File: config.mk
export PLATFORM = sky130hd
export DESIGN_NAME = dense_layer_seq
export DESIGN_NICKNAME = d
export VERILOG_FILES = /design/src/rtl/dense_layer_seq_pkg.sv /design/src/rtl/dense_layer_seq_mac_lane.sv /design/src/rtl/dense_layer_seq.sv
export SDC_FILE = /design/constraint.sdc
export NUM_CORES = 2
export LEC_CHECK = 0
export ABC_AREA = 1
export CORE_MARGIN = 5
export CORE_UTILIZATION = 40
export DETAILED_ROUTE_END_ITERATION = 8
export HOLD_SLACK_MARGIN = 0.12
export RECOVER_POWER = 25
export SLEW_MARGIN = 20
export SYNTH_ARGS = -nofsm -noshare
export SYNTH_HDL_FRONTEND = slang
export SYNTH_SLANG_ARGS = --single-unit
File: constraint.sdc
create_clock -name clk -period 16.6 [get_ports clk]
set_input_delay 2.49 -clock clk [delete_from_list [all_inputs] [get_ports clk]]
set_output_delay 2.49 -clock clk [all_outputs]
set_load 0.02 [all_outputs]
File: src/rtl/dense_layer_seq_pkg.sv
// Shared types and fixed-point helpers for the sequential dense layer and future layers.
package dense_pkg;

  typedef enum logic [1:0] {
    IDLE = 2'd0,
    MAC  = 2'd1,
    REQ  = 2'd2,
    OUT  = 2'd3
  } dense_state_e;

  // Widest accumulator / result sat_round is expected to handle.
  localparam int unsigned SAT_ACC_W = 128;
  localparam int unsigned SAT_OUT_W = 64;

  function automatic int unsigned acc_width(input int unsigned width, input int unsigned n);
    return 2 * width + $clog2(n) + 1;
  endfunction

  // Round half toward +inf by dropping frac bits, then clamp to a signed width-bit range.
  function automatic logic signed [SAT_OUT_W-1:0] sat_round(
    input logic signed [SAT_ACC_W-1:0] acc,
    input int unsigned                 frac,
    input int unsigned                 width
  );
    logic signed [SAT_ACC_W-1:0] one;
    logic signed [SAT_ACC_W-1:0] hi;
    logic signed [SAT_ACC_W-1:0] lo;
    logic signed [SAT_ACC_W-1:0] r;
    one = SAT_ACC_W'(1);
    r   = (acc + (one <<< (frac - 1))) >>> frac;
    hi  = (one <<< (width - 1)) - one;
    lo  = -(one <<< (width - 1));
    if (r > hi) begin
      r = hi;
    end else if (r < lo) begin
      r = lo;
    end
    return SAT_OUT_W'(r);
  endfunction

endpackage

File: src/rtl/dense_layer_seq_mac_lane.sv
// One neuron: bias-initialised accumulator, multiply-accumulate, and registered requantised result.
module dense_mac_lane
  import dense_pkg::*;
#(
  parameter int unsigned WIDTH = 16,
  parameter int unsigned FRAC  = 8,
  parameter int unsigned ACC_W = 35
) (
  input  logic                    clk,
  input  logic                    rst_n,
  input  logic                    i_init,
  input  logic signed [WIDTH-1:0] i_bias,
  input  logic                    i_mac_en,
  input  logic signed [WIDTH-1:0] i_w,
  input  logic signed [WIDTH-1:0] i_x,
  input  logic                    i_requant,
  input  logic                    i_relu,
  output logic [WIDTH-1:0]        o_result
);

  logic signed [ACC_W-1:0]     r_acc;
  logic [WIDTH-1:0]            r_result;
  logic signed [2*WIDTH-1:0]   w_prod;
  logic signed [ACC_W-1:0]     w_prod_ext;
  logic signed [ACC_W-1:0]     w_bias_acc;
  logic signed [SAT_ACC_W-1:0] w_acc_wide;
  logic signed [SAT_OUT_W-1:0] w_sat;
  logic [WIDTH-1:0]            w_result;

  assign w_prod     = i_w * i_x;
  assign w_prod_ext = ACC_W'(w_prod);
  assign w_bias_acc = ACC_W'(i_bias) <<< FRAC;

  assign w_acc_wide = SAT_ACC_W'(r_acc);
  assign w_sat      = sat_round(w_acc_wide, FRAC, WIDTH);
  assign w_result   = (i_relu && (w_sat < 0)) ? '0 : WIDTH'(w_sat);

  always_ff @(posedge clk or negedge rst_n) begin
    if (!rst_n) begin
      r_acc    <= '0;
      r_result <= '0;
    end else begin
      if (i_init) begin
        r_acc <= w_bias_acc;
      end else if (i_mac_en) begin
        r_acc <= r_acc + w_prod_ext;
      end
      if (i_requant) begin
        r_result <= w_result;
      end
    end
  end

  assign o_result = r_result;

endmodule

File: src/rtl/dense_layer_seq.sv
// Sequential handshaked dense layer: M parallel neurons, one input element per cycle.
module dense_layer_seq
  import dense_pkg::*;
#(
  parameter int unsigned M     = 3,
  parameter int unsigned N     = 4,
  parameter int unsigned WIDTH = 16,
  parameter int unsigned FRAC  = 8
) (
  input  logic                            clk,
  input  logic                            rst_n,
  input  logic [M-1:0][N-1:0][WIDTH-1:0]  weights,
  input  logic [M-1:0][WIDTH-1:0]         bias,
  input  logic                            relu_en,
  input  logic                            in_valid,
  output logic                            in_ready,
  input  logic [N-1:0][WIDTH-1:0]         in_data,
  output logic                            out_valid,
  input  logic                            out_ready,
  output logic [M-1:0][WIDTH-1:0]         out_data
);

  localparam int unsigned    ACC_W  = acc_width(WIDTH, N);
  localparam int unsigned    K_W    = (N > 1) ? $clog2(N) : 1;
  localparam logic [K_W-1:0] K_LAST = K_W'(N - 1);

  dense_state_e            r_state;
  dense_state_e            w_state_nxt;
  logic [K_W-1:0]          r_k;
  logic [N-1:0][WIDTH-1:0] r_x;
  logic                    r_relu;
  logic                    w_init;
  logic                    w_mac_en;
  logic                    w_requant;
  logic [WIDTH-1:0]        w_x;

  // in_ready is gated by rst_n so it reads low while reset is held.
  always_comb begin
    w_state_nxt = r_state;
    w_init      = 1'b0;
    w_mac_en    = 1'b0;
    w_requant   = 1'b0;
    in_ready    = 1'b0;
    out_valid   = 1'b0;
    case (r_state)
      IDLE: begin
        in_ready = rst_n;
        if (in_valid && rst_n) begin
          w_init      = 1'b1;
          w_state_nxt = MAC;
        end
      end
      MAC: begin
        w_mac_en = 1'b1;
        if (r_k == K_LAST) begin
          w_state_nxt = REQ;
        end
      end
      REQ: begin
        w_requant   = 1'b1;
        w_state_nxt = OUT;
      end
      OUT: begin
        out_valid = 1'b1;
        if (out_ready) begin
          w_state_nxt = IDLE;
        end
      end
      default: w_state_nxt = IDLE;
    endcase
  end

  always_ff @(posedge clk or negedge rst_n) begin
    if (!rst_n) begin
      r_state <= IDLE;
      r_k     <= '0;
      r_x     <= '0;
      r_relu  <= 1'b0;
    end else begin
      r_state <= w_state_nxt;
      if (w_init) begin
        r_k    <= '0;
        r_x    <= in_data;
        r_relu <= relu_en;
      end else if (w_mac_en) begin
        r_k <= (r_k == K_LAST) ? '0 : r_k + 1'b1;
      end
    end
  end

  assign w_x = r_x[r_k];

  for (genvar m = 0; m < M; m++) begin : g_lane
    dense_mac_lane #(
      .WIDTH(WIDTH),
      .FRAC (FRAC),
      .ACC_W(ACC_W)
    ) u_lane (
      .clk      (clk),
      .rst_n    (rst_n),
      .i_init   (w_init),
      .i_bias   (bias[m]),
      .i_mac_en (w_mac_en),
      .i_w      (weights[m][r_k]),
      .i_x      (w_x),
      .i_requant(w_requant),
      .i_relu   (r_relu),
      .o_result (out_data[m])
    );
  end

endmodule

Yosys cells after proc, flatten, opt, wreduce, memory -nomap -nowiden --
Cells that the tools add are included.
Word-level totals: flip-flop bits (word level) 222, input bits 309, output and inout port bits 50, logic and storage cells 83
Cells by class: $add $sub $neg 7, multipliers 3, magnitude comparators 10, equal/unequal tests 7, mux-type cells 36, reductions and logical operators 7
Operators by type and width (count):
- 64-bit 2-to-1 mux | 6
- 35-bit 2-to-1 mux | 6
- 64-bit by 1-bit < comparator with 1-bit output (second input constant) | 3
- 16-bit binary-select mux with 2-bit select | 4
- 16-bit 2-to-1 mux | 7
- 35-bit by 9-bit adder with 36-bit output (second input constant) | 3
- 35-bit by 32-bit adder with 35-bit output | 3
- 16-bit by 16-bit multiplier with 32-bit output | 3
- 28-bit by 16-bit greater-than comparator with 1-bit output (second input constant) | 3
- 28-bit by 16-bit < comparator with 1-bit output (second input constant) | 3
- 2-bit 2-to-1 mux | 6
- 2-bit case mux with 4 select lines | 1
- 2-bit == test (second input constant) | 3
- 1-bit 2-to-1 mux | 6
- 2-bit inequality test (second input constant) | 3
- 1-bit logical AND | 4
- 2-bit by 3-bit < comparator with 1-bit output (second input constant) | 1
- 3-bit AND reduction | 1
- 2-bit by 1-bit adder with 2-bit output (second input constant) | 1
- 2-bit by 1-bit == test with 1-bit output (second input constant) | 1
- 2-bit logical NOT | 1
- 2-bit nonzero test | 1

Depth between registers and ports, before layout --
depth in word-level cells 7, mapped depth 34, mapped depth without buffers 31

Modules after synthesis --
From an unflattened synthesis, not the netlist that was laid out.
Second synthesis, totals: cell total of the unflattened synthesis 6700, area total of the unflattened synthesis 50318.3 µm²
By module, submodules not included:
- dense_mac_lane (g_lane[1].u_lane) | times used 1, cells each 1974, area each 15134.5 µm², seq. area each 1276.2 µm²
- dense_mac_lane (g_lane[0].u_lane) | times used 1, cells each 1981, area each 15113.2 µm², seq. area each 1276.2 µm²
- dense_mac_lane (g_lane[2].u_lane) | times used 1, cells each 1957, area each 15095.7 µm², seq. area each 1276.2 µm²
- dense_layer_seq | times used 1, cells each 788, area each 4974.8 µm², seq. area each 1726.7 µm²

Worst setup path after synthesis --
Ideal clock, no wire load.
kind input port to flip-flop, start in weights[31] (netlist bit), end reg g_lane[0].u_lane.r_acc[30], setup time 138 ps, arrival 8100 ps, data required time 16462 ps, setup slack 8362 ps, stages on the path 27, path buffers 1, cells stage by stage nand2_1 a32oi_2 inv_1 clkbuf_1 nor2_1 inv_1 fa_1 inv_1 fa_1 fa_1 inv_1 fa_1 inv_1 fa_1 inv_1 fa_1 inv_1 ha_1 nand2_1 nor2_1 inv_1 nor4_1 nand2_1 nand2_1 nand2_1 nand3_1 nand3_1
Between the ends: cells in the longest elaborated chain, start to end 6
RTL lines:
- start: declaration | line dense_layer_seq.sv:12 | input logic [M-1:0][N-1:0][WIDTH-1:0] weights,
- 16-bit binary-select mux with 2-bit select | line dense_layer_seq.sv:104 | .i_w (weights[m][r_k]),
- 16-bit 2-to-1 mux (implied by the code) | line dense_layer_seq.sv:104
- 16-bit by 16-bit multiplier with 32-bit output | line dense_layer_seq_mac_lane.sv:30 | assign w_prod = i_w * i_x;
- 35-bit by 32-bit adder with 35-bit output | line dense_layer_seq_mac_lane.sv:46 | r_acc <= r_acc + w_prod_ext;
- 35-bit 2-to-1 mux | line dense_layer_seq_mac_lane.sv:45 | end else if (i_mac_en) begin
- 35-bit 2-to-1 mux | line dense_layer_seq_mac_lane.sv:43 | if (i_init) begin
- end signal: assignment | line dense_layer_seq_mac_lane.sv:44 | r_acc <= w_bias_acc;
- end signal: assignment | line dense_layer_seq_mac_lane.sv:46
- end: declaration | line dense_layer_seq_mac_lane.sv:21 | logic signed [ACC_W-1:0] r_acc;
No other way between the ends. The select of a mux whose other input is x is not followed. A chain may end at the register's enable or synchronous reset.

Worst setup path in the final report --
start in weights[31] (netlist bit), end reg g_lane[0].u_lane.r_acc[27]
The elaborated chain is that of the path after synthesis.

==> impl_metrics.toml <==
[yosys]
yosysTopAreaCell = "fa_1"
ys_ff_latch = 222
avgSynthCellArea_um2 = 7.847
yosysUniqueCellTypes = 51
synthFlopType = "dfrtp_1"
synth_top_area_frac = 0.3840
synthCells = 6179
synth_area_mm2 = 0.04849
synth_edf_count = 0
synth_seq_area_share = 0.1146
async_flop_share = 1.000
synthesis.nets = 7741
synth-warning-count = 0
yosys-top-cells-area = "fa_1 (38%), nand2_1 (12%), dfrtp_1 (11%), inv_1 (10%), ha_1 (8.3%)"

[sta]
finalSetupViolations = 0
clock-skew-final_ns = 0.01885
max_slew_margin = -1.871
final_hold_viol_count = 0
finalCritPeriodShare = 0.5795
fin_setup_tns_ns = 0
worst_pin_slew_ns = 4.307
rsz0062_at_grt = "no"
fin_crit_ns = 9.619
finalMaxSlewViolations = 166
fin_hold_ws_ns = 0.4701
max_freq_mhz = 104.0

[cts]
hold_buffers = 0
cts_tree = "yes"
htree_num_levels = 1
clock_tree.root_cell = "clkbuf_16"
clk_path_buf_depth = 3
cts_buffers = 31
clkLatencyLatePin_ns = 0.63
post_cts.repair.setup_buffers = 0
clkSinkCount = 222
clkTransAtPathRegs_ns = 0.06
cts-resized-gates = 0

[drt]
wl_um = 174100
num_vias = 41860
wl_met3_um = 12930
antenna_left = 0
route.detailed.drc = 0
viasPerCell = 5.175
drtIter0Drc = 3043
dr_wl_met2_um = 81750
met1Wirelength_um = 72540
dr.pass1.iters = 7
wl_per_cell_um = 21.52
highest_layer = "met5"

[worst_hold_path]
hp-class = "flip-flop to flip-flop"
min_from = "r_x[43]$_DFFE_PN0P_"

[placement]
hpwl_um = 142000
port_buffers = 358
gp_congestion = 0.9792
placed_cell_area_mm2 = 0.05390

[worst_setup_path]
r2r_cells = 23
start_kind = "input port"
worst-path-max-fanout = 11
crit_arrival_ns = 10.09
timing.rr.start = "r_k[0]$_DFFE_PN0P_"
end_kind = "flip-flop"
crit_path_end = "g_lane[0].u_lane.r_acc[27]$_DFFE_PN0P_"
crit_type = "input port to flip-flop"
required_ns = 17.07
rrSetupSlack_ns = 7.17
critPathLaunch = "weights[31]"
r2r-end = "g_lane[0].u_lane.r_acc[27]$_DFFE_PN0P_"

[floorplan]
ios = 359
dieArea_mm2 = 0.1283
rows = 127
core_region_area_mm2 = 0.1201
die_height_um = 358.2
die_w_um = 358.2
start_util = 0.4036

[grt]
grt_pass1_wl_um = 267700
gr-total-overflow = 0
grt_max_degree = 84
grt_pass1_vias = 44340
antenna_found_initial = 6
grt_use_total = 0.2735

[layout]
fillers = 12270
syn_to_final_growth_pct = 13.36
fin_nets = 8013
drive_above_1_share = 0.03676
finish.instance_area_mm2 = 0.05496

[job]
cap_violations = 3

[outcome]
violations = "max-capacitance violations, max-slew violations"
status = "finished, violations left"
cell usage after synthesis (all sizes together), types with 61 or more instances:
cell / count
nand2: 1507
inv: 1342
fa: 930
nor2: 723
ha: 323
dfrtp: 222
a21oi: 211
nand3: 175
o21ai: 175
clkbuf: 102
buf: 90
a32oi: 61
per-layer routing:
metal / vias to the layer above / GRT usage
met4: 4 / 0.09215
met5: - / 0
met2: 1528 / 0.4624
met1: 20930 / 0.3567
met3: 301 / 0.04796
li1: 19100 / -
flip-flops by register name, indices dropped and copies added, names as in the netlist:
name,flops
g_lane.u_lane.r_acc,105
r_state,2
g_lane.u_lane.o_result,48
r_x,64
r_k,2
r_relu,1
placed cells by master (no fill, tap or decap), types with 9 or more instances in the layout:
| cell type | n |
|---|---|
| nand2_1 | 1494 |
| inv_1 | 1314 |
| fa_1 | 930 |
| nor2_1 | 706 |
| clkdlybuf4s50_1 | 357 |
| ha_1 | 322 |
| dfrtp_1 | 221 |
| a21oi_1 | 211 |
| nand3_1 | 172 |
| o21ai_0 | 148 |
| buf_4 | 69 |
| xnor2_1 | 41 |
| nand4_1 | 34 |
| xor2_1 | 34 |
| clkbuf_16 | 31 |
| a32oi_1 | 29 |
| a32oi_2 | 28 |
| o21ai_1 | 26 |
| inv_2 | 25 |
| o21bai_1 | 24 |
| nor3_1 | 22 |
| o211ai_1 | 21 |
| a21o_1 | 19 |
| o221ai_1 | 18 |
| a22o_1 | 16 |
| clkinv_1 | 13 |
| nand2_2 | 12 |
| or2_2 | 11 |
| nand3b_1 | 10 |
| nor4_1 | 9 |
| nor2_2 | 9 |
metrics by stage:
stage	cells	setup WS, ns	utilization
after floorplan	6179	8.362	-
after global placement	8028	6.438	0.4486
after detailed placement	8029	6.499	0.4487
after CTS	8086	7.175	0.4576
after global routing	8088	6.726	0.4575
final	8089	6.981	0.4575
kinds of logic (layout without fill, tap and decap cells):
| logic type | Yosys count | after routing | synth area share |
|---|---|---|---|
| xor gates and xnor gates | 75 | 75 | 0.01355 |
| other | 0 | 2 | 0 |
| DFF | 222 | 222 | 0.1146 |
| buffers and inverters | 1547 | 1843 | 0.1218 |
| and+or+nand+nor | 2500 | 2500 | 0.2053 |
| adders and majority gates | 1253 | 1253 | 0.4673 |
| AOI/OAI and AO/OA | 582 | 582 | 0.07744 |
cell type report:
class	count	area, um2	area share
antenna	2	5.005	0.00009106
tap	1612	2017	0.03670
sequential	222	5559	0.1011
multi-input combinational	4410	37100	0.6751
clock buffer	35	820.8	0.01493
inverter	1355	5092	0.09265
timing repair buffer	431	4115	0.07487
clock inverter	22	250.2	0.004553
critical path, stage by stage:
cell             delay (ns)
clkdlybuf4s50_1        0.45
nand2_1                0.06
a32oi_2                0.63
inv_1                  0.36
nor2_1                 0.35
inv_1                  0.11
fa_1                   0.59
inv_1                  0.06
fa_1                   0.85
fa_1                   0.54
fa_1                   0.50
fa_1                   0.49
inv_1                  0.05
fa_1                   0.49
inv_1                  0.05
ha_1                   0.37
a21o_1                 0.21
nor2_1                 0.18
a21boi_0               0.51
o211ai_1               0.35
o21ai_0                0.29
nand3_1                0.10
worst min-delay path by stage:
stage                          endpoint  slack, ns  depth (start not counted)
finish              r_x[43]$_DFFE_PN0P_       0.47                          2
global route        r_x[46]$_DFFE_PN0P_       0.49                          2
CTS                 r_x[36]$_DFFE_PN0P_       0.47                          2
detailed placement  r_x[36]$_DFFE_PN0P_       0.46                          2
global placement    r_x[46]$_DFFE_PN0P_       0.46                          2
floorplan           r_x[49]$_DFFE_PN0P_       0.44                          2
Power is not shown: default switching activity piles up to over one toggle a cycle in this logic, so the estimate is an artifact.
